File: src/rtl/dmem_access_arbiter.sv
// Round-robin arbiter sharing the vertex data memory primary port between the
// vertex core (0), host loader (1) and output drain (2), with lockable bursts.
module dmem_access_arbiter #(
    parameter int AW        = 8,
    parameter int DW        = 128,
    parameter int MAX_BURST = 4
) (
    input  logic          clk,
    input  logic          rst,
    input  logic [2:0]    req,
    input  logic [2:0]    req_we,
    input  logic [2:0]    req_lock,
    input  logic [3*AW-1:0] req_addr,
    input  logic [3*DW-1:0] req_wdata,
    output logic [2:0]    gnt,
    output logic [2:0]    rvalid,
    output logic [DW-1:0] rdata,
    output logic          mem_we,
    output logic [AW-1:0] mem_addr,
    output logic [DW-1:0] mem_wdata,
    input  logic [DW-1:0] mem_rdata,
    output logic          busy
);
    localparam int CW = (MAX_BURST > 1) ? $clog2(MAX_BURST) : 1;
    localparam logic [CW-1:0] BURST_LAST = CW'(MAX_BURST - 1);

    typedef enum logic [1:0] {
        OWN_0    = 2'd0,
        OWN_1    = 2'd1,
        OWN_2    = 2'd2,
        OWN_NONE = 2'd3
    } owner_t;

    owner_t        owner;
    logic [1:0]    rr_ptr;
    logic [CW-1:0] burst_cnt;
    logic [1:0]    own_idx;
    logic [1:0]    gidx;
    logic [1:0]    scan;
    logic          found;
    logic          owner_hold;
    logic          any_gnt;
    logic [CW-1:0] cnt_cur;
    logic [AW-1:0] last_addr;
    logic [DW-1:0] last_wdata;

    function automatic logic [1:0] add_mod3(input logic [1:0] p, input int unsigned k);
        logic [2:0] s;
        s = {1'b0, p} + 3'(k);
        return (s >= 3'd3) ? 2'(s - 3'd3) : s[1:0];
    endfunction

    assign own_idx = owner;

    // An owner that drops its request hands the scan start to the requester after it.
    always_comb begin
        gnt        = '0;
        gidx       = 2'd0;
        found      = 1'b0;
        owner_hold = 1'b0;
        scan       = rr_ptr;
        if (!rst) begin
            if (owner != OWN_NONE) begin
                if (req[own_idx]) begin
                    owner_hold = 1'b1;
                    found      = 1'b1;
                    gidx       = own_idx;
                end else begin
                    scan = add_mod3(own_idx, 1);
                end
            end
            for (int unsigned k = 0; k < 3; k++) begin
                if (!found && req[add_mod3(scan, k)]) begin
                    found = 1'b1;
                    gidx  = add_mod3(scan, k);
                end
            end
            if (found) gnt[gidx] = 1'b1;
        end
    end

    assign any_gnt   = |gnt;
    assign mem_we    = |(gnt & req_we);
    assign mem_addr  = any_gnt ? req_addr[gidx*AW +: AW]  : last_addr;
    assign mem_wdata = any_gnt ? req_wdata[gidx*DW +: DW] : last_wdata;
    assign busy      = (owner != OWN_NONE);
    assign cnt_cur   = owner_hold ? burst_cnt : '0;

    always_ff @(posedge clk) begin
        if (rst) begin
            rr_ptr     <= 2'd0;
            owner      <= OWN_NONE;
            burst_cnt  <= '0;
            rvalid     <= '0;
            rdata      <= '0;
            last_addr  <= '0;
            last_wdata <= '0;
        end else begin
            rvalid <= gnt & ~req_we;
            if (any_gnt) begin
                last_addr  <= mem_addr;
                last_wdata <= mem_wdata;
                if (!req_we[gidx]) rdata <= mem_rdata;
                if (req_lock[gidx] && cnt_cur < BURST_LAST) begin
                    owner     <= owner_t'(gidx);
                    burst_cnt <= cnt_cur + 1'b1;
                end else begin
                    owner     <= OWN_NONE;
                    burst_cnt <= '0;
                    rr_ptr    <= add_mod3(gidx, 1);
                end
            end else if (owner != OWN_NONE) begin
                owner     <= OWN_NONE;
                burst_cnt <= '0;
                rr_ptr    <= add_mod3(own_idx, 1);
            end
        end
    end
endmodule
File: config.mk
export PLATFORM = sky130hd
export DESIGN_NAME = dmem_access_arbiter
export DESIGN_NICKNAME = d
export VERILOG_FILES = /design/src/rtl/dmem_access_arbiter.sv
export SDC_FILE = /design/constraint.sdc
export NUM_CORES = 1
export LEC_CHECK = 0
export CORE_AREA = 4 4 318 320
export CTS_BUF_LIST = sky130_fd_sc_hd__clkbuf_16
export DETAILED_ROUTE_END_ITERATION = 8
export DIE_AREA = 0 0 322 324
export GPL_TIMING_DRIVEN = 0
export PLACE_DENSITY_LB_ADDON = 0.2
export SLEW_MARGIN = 10
export SYNTH_ARGS = -nofsm -noshare
export SYNTH_HDL_FRONTEND = slang
export SYNTH_SLANG_ARGS = --single-unit
File: constraint.sdc
create_clock -name clk -period 5.55 [get_ports clk]
set_clock_uncertainty 0.1 [all_clocks]
set_input_delay 0.555 -clock clk [delete_from_list [all_inputs] [get_ports clk]]
set_output_delay 0.555 -clock clk [all_outputs]
set_load 0.02 [all_outputs]
==> flow_summary.toml, run 1 <==
[layout]
layout-drive-gt1-share = 0.1896
area_delta_synth_final_pct = 77.64
fill_cells = 10750
stdcell_area_sq_mm = 0.02498
final_util = 0.2546
finalNetCount = 3009
instances_no_fill = 3779

[pwr]
p_switching_mw = 9.656
power_density_mw_per_mm2 = 767.3
ir_drop_mv = 0.2340
clkPwrFrac = 0.118
finalPower_mw = 19.17
p_seq_frac = 0.167
netSwitchingFraction = 0.5037
pwr-share-comb = 0.715
leakage_nw = 9.909
p_int_mw = 9.515

[global_route]
grt_pass1_vias = 16527
grt_max_degree = 12
antenna_found_initial = 22
grt_first_pass_wirelength_mm = 113.4
gr-usage-all-layers = 0.1478
grt_overflow = 0

[setup_path]
rr_startpoint = "own_idx[0]"
ff2ff_setup_slack_ns = 1.13
path_max_fanout = 10
crit_end = "mem_wdata[94]"
required_ns = 4.89
arrival_ns = 4.70
reg2reg_depth = 19
crit-reg2reg-capture = "rdata[38]"
endpoint_kind = "output pin"
worstSetupStartpoint = "own_idx[0]"
cp-start-kind = "flip-flop"
worstSetupPathType = "reg -> out"

[synthesis]
synthTopCellsByArea = "dfxtp_1 (39%), nand3_1 (15%), mux2_2 (12%)"
synth_cells = 1591
synth_top_cells_by_count = "nand3_1 (412), dfxtp_1 (273), mux2_2 (147)"
synth_nets = 2144
synth_flop_cell = "dfxtp_1"
yosys_warnings = 0
netlist.area_leader.share = 0.3886
synth_area_sq_mm = 0.01406
syn_avg_cell_area_sq_um = 8.840
async_flop_share = 0
synth_seq_cells = 273
synth.distinct_cells = 49
yosysMostFrequentCell = "nand3_1"
synth_edf_count = 0
yosysSeqAreaShare = 0.3886
yosysTopAreaCell = "dfxtp_1"

[job]
max_cap_viol_count = 0

[timing]
fin_crit_sh = 0.9657
slew-limit-headroom = 0.2604
whs_ns = 0.3730
tightest_slew_ns = 1.109
rsz0062_at_grt = "yes"
setup_viol = 0
hold_violations = 0
fmax_mhz = 186.6
slew_viol_final = 0
finalCriticalPeriod_ns = 5.360

[placement]
dp.cells = 3696
portBuffers = 818
postPlaceCellArea_sq_mm = 0.02386
hpwl_mm = 67.39
place.gp.congestion = 0.8307

[clocking]
cts-buffers-inserted = 38
cts_buffer_depth = 3
clkSlewWorstSetupHoldPaths_ns = 0.06
cts.root.buffer_cell = "clkbuf_16"
cts_sinks = 273
h-tree-depth = 2
clk_latency_ns = 0.54
cts_tree = "done"

[floorplan]
initial_core_util = 0.1433
ioPinCount = 819
die_h_um = 324
rows = 115
die-area_sq_mm = 0.1043
die_x_um = 322
core_area_sq_mm = 0.09813

[route]
totalWireLength_mm = 82.27
drcViolationCount = 0
wire_per_inst_um = 21.77
viasPerCell = 4.179
first_pass_iters = 5
vias = 15792
ant_nets = 0
drtIter0Drc = 738

[status]
status = "finished, final reports clean"

[hold_path]
hp-class = "reg -> reg"
power groups by stage:
stage               logic [mW]  clock network (mW)  registers, mW
floorplan                 7.19                   0           3.70
global placement          14.3                   0           3.20
detailed placement        14.3                   0           3.22
CTS                       14.1                2.38           3.20
global route              14.8                2.46           3.29
finish                    13.7                2.27           3.19
registers in the layout (all words and copies together), names as in the netlist:
name,count
last_addr,8
rr_ptr,2
rvalid,3
burst_cnt,2
last_wdata,128
own_idx,2
rdata,128
worst min-delay path by stage:
stage | startpoint | to | cells past startpoint
finish | burst_cnt[1] | burst_cnt[1] | 2
global route | burst_cnt[1] | burst_cnt[1] | 2
CTS | burst_cnt[1] | burst_cnt[1] | 2
detailed placement | burst_cnt[1] | burst_cnt[1] | 2
global placement | burst_cnt[1] | burst_cnt[1] | 2
floorplan | burst_cnt[1] | burst_cnt[1] | 2
cells by family (layout without fill, tap and decap cells):
logic type / after synthesis / count (layout) / share of synthesized area
AND/OR/NAND/NOR: 712 / 712 / 0.2532
other: 0 / 8 / 0
multiplexers: 274 / 274 / 0.2188
flip-flops: 273 / 273 / 0.3886
buffers and inverters: 148 / 1041 / 0.05151
adder cells (fa/ha/maj): 6 / 6 / 0.005337
AO/OA/AOI/OAI: 178 / 178 / 0.08265
layout make-up:
type                       count  area [sq um]  area share
sequential                   273          5470      0.2190
clock inverter                29         158.9    0.006360
tap                         1287          1610     0.06445
multi-input combinational   1170          8034      0.3216
antenna                        8         20.02   0.0008013
timing repair buffer         826          7644      0.3059
inverter                      10         41.29    0.001653
buffer                       137          1030     0.04122
clock buffer                  39         975.9     0.03906
layout by cell type, fill, tap and decap left out, types with 8 or more instances in the layout:
cell,instances
buf_6,21
nor2b_1,130
nand2_1,144
clkbuf_1,32
diode_2,8
a31oi_1,137
clkbuf_2,144
buf_8,9
mux2_1,120
clkbuf_16,40
nand3_1,407
buf_4,29
buf_2,20
clkbuf_4,11
clkdlybuf4s50_1,677
inv_1,23
mux2_2,147
dfxtp_1,271
per-layer routing:
layer | wire length, um | global-route usage | up-vias
met5 | 75 | 0 | -
met4 | 1970 | 0.03788 | 12
met3 | 7417 | 0.05316 | 103
met2 | 41210 | 0.2658 | 639
met1 | 31600 | 0.1659 | 7519
li1 | - | - | 7519
through the flow:
step	TNS, ns	setup slack (ns)
after floorplan	0	0.9357
after global placement	-250.60	-1.769
after detailed placement	-247.41	-1.724
after CTS	0	0.01904
after global routing	-0.2299	-0.06683
final	0	0.1902
critical path, cell delays in order, from the launching register on:
cell	delay, ns
dfxtp_4	0.39
mux2i_4	0.20
o21a_1	0.20
nand2_2	0.12
mux2_2	0.38
inv_1	0.07
ha_1	0.14
buf_4	0.18
mux2i_1	0.19
o22a_1	0.25
o22ai_1	0.11
a211o_1	0.34
a21oi_4	0.18
buf_12	0.16
buf_16	0.17
buf_8	0.16
mux2_2	0.34
nand3_1	0.10
nand3_1	0.15
clkdlybuf4s15_2	0.31
timing repair:
item,in CTS,in global routing
setup buffers,5,2
resized for setup,332,297
hold buffers,0,0
pin swaps,2,2
endpoints found under the hold margin,0,0
gates cloned,0,1
endpoints found under the setup margin,270,137
Note: power is estimated with default switching activity, not from simulation.
==> run 2, diff against run 1 <==
--- a/config.mk
+++ b/config.mk
@@ -13,2 +13,3 @@
 export PLACE_DENSITY_LB_ADDON = 0.2
+export RECOVER_POWER = 25
 export SLEW_MARGIN = 10
--- a/constraint.sdc
+++ b/constraint.sdc
@@ -4,2 +4,2 @@
 set_output_delay 0.555 -clock clk [all_outputs]
-set_load 0.02 [all_outputs]
+set_load 0.05 [all_outputs]
==> flow_summary.toml, run 2 (synthesis gave the netlist of run 1 again) <==
[timing]
slew-limit-headroom = 0.2596
fmax_mhz = 186.4
fin_ws_ns = 0.1847
finalCriticalPeriod_ns = 5.365
fin_crit_sh = 0.9667
slew_viol_final = 0
tightest_slew_ns = 1.111
final.setup.tns_ns = 0
setup_viol = 0
hold_violations = 0

[placement]
postPlaceCellArea_sq_mm = 0.02386
place.gp.congestion = 0.8307
hpwl_mm = 67.39
place_worst_setup_slack_ns = -1.924
portBuffers = 818

[hold_path]
worstHoldStart = "burst_cnt[1]"
holdPathStages = 2
hp-class = "reg -> reg"
hold_path_end = "burst_cnt[1]"

[layout]
stdcell_area_sq_mm = 0.02515
final_util = 0.2562
layout_commonest_cell = "clkdlybuf4s50_1"
finalNetCount = 3010
top_regs = "last_wdata (128), rdata (128), last_addr (8)"
area_delta_synth_final_pct = 78.78
layout-drive-gt1-share = 0.1911
fill_cells = 10720
layout_common_cells = "clkdlybuf4s50_1 (543), nand3_1 (405), dfxtp_1 (271)"

[floorplan]
rows = 115
die_x_um = 322
initial_core_util = 0.1433
core_area_sq_mm = 0.09813
die-area_sq_mm = 0.1043
die_h_um = 324
ioPinCount = 819

[global_route]
grt_max_degree = 12
met3_usage = 0.05153
met1_usage = 0.1663
grt_overflow = 0
grt_pass1_vias = 16490
grtUsageMet2 = 0.2679
antenna_found_initial = 22
gr-usage-all-layers = 0.1478
grt_first_pass_wirelength_mm = 113.4
busiest_layer = "met2"

[setup_path]
reg2reg_depth = 18
worstSetupPathType = "reg -> out"
path_max_fanout = 10
rr_startpoint = "own_idx[0]"
arrival_ns = 4.71
crit-reg2reg-capture = "rdata[38]"
required_ns = 4.89
endpoint_kind = "output pin"
ff2ff_setup_slack_ns = 1.14
cp-start-kind = "flip-flop"

[clocking]
cts_tree = "done"
clk_latency_ns = 0.54
cts_hold_buf = 0
clkSlewWorstSetupHoldPaths_ns = 0.06
cts.root.buffer_cell = "clkbuf_16"
cts_sinks = 273
h-tree-depth = 2
cts-buffers-inserted = 38
cts_buffer_depth = 3

[route]
wire_per_inst_um = 21.75
ant_nets = 0
vias = 15778
viasPerCell = 4.175
totalWireLength_mm = 82.19
drtIter0Drc = 762
drcViolationCount = 0
first_pass_iters = 5

[status]
status = "finished, final reports clean"

[job]
max_cap_viol_count = 0
==> run 2: cell types whose count changed in the layout (fill, tap and decap cells not counted), moves of 4 or more <==
cell,change
buf_2,+43
buf_4,+9
buf_6,+13
clkbuf_1,+4
clkbuf_2,-109
clkbuf_4,+52
clkdlybuf4s15_2,-4
clkdlybuf4s50_1,-134
dlygate4sd3_1,+133
==> run 2: critical path: stages (launching register included) <==
cell     delay [ns]
dfxtp_4        0.39
mux2i_4        0.20
o21a_1         0.20
nand2_2        0.12
mux2_2         0.38
ha_4           0.26
mux2i_4        0.20
o22ai_2        0.23
buf_4          0.16
o22ai_1        0.08
a211o_1        0.33
a21oi_4        0.19
buf_12         0.15
buf_16         0.19
buf_8          0.17
mux2_2         0.39
nand3_1        0.11
nand3_1        0.14
buf_6          0.19
==> run 2: worst max-delay path by stage <==
stage,end,startpoint,cells after the start
floorplan,mem_we,own_idx[0],16
CTS,mem_wdata[47],own_idx[0],19
finish,mem_wdata[93],own_idx[0],18
detailed placement,mem_wdata[47],req[1],16
global route,mem_wdata[93],own_idx[0],19
global placement,mem_wdata[47],req[1],16
==> run 2: timing repair <==
action	CTS	global route
pin swaps	3	3
gates resized for setup	798	169
setup endpoints to repair	270	140
cloned	0	0
setup buffers	6	3
==> run 2: area by class of cell <==
class	count	area, sq um	area share
Timing Repair Buffer	827	7816	0.3108
Clock inverter	29	158.9	0.006319
Buffer	137	1010	0.04016
Antenna cell	7	17.52	0.0006966
Sequential cell	273	5470	0.2175
Inverter	10	41.29	0.001642
Clock buffer	39	975.9	0.03881
Tap cell	1287	1610	0.06404
Multi-Input combinational cell	1170	8045	0.3199
==> run 2: per-layer routing <==
| metal | wire (um) | part of all wire |
|---|---|---|
| met5 | 62 | 0.00075 |
| met4 | 1667 | 0.020 |
| met2 | 41440 | 0.50 |
| met1 | 31570 | 0.38 |
| met3 | 7437 | 0.090 |
==> run 2: stage by stage <==
step,cells,hold WS [ns]
floorplan,1591,0.3415
global placement,3696,0.3500
detailed placement,3696,0.3626
CTS,3769,0.3728
global route,3777,0.3982
finish,3779,0.3725
Power of run 2 is not shown: default switching activity piles up to over one toggle a cycle in this logic, so the estimate is an artifact.
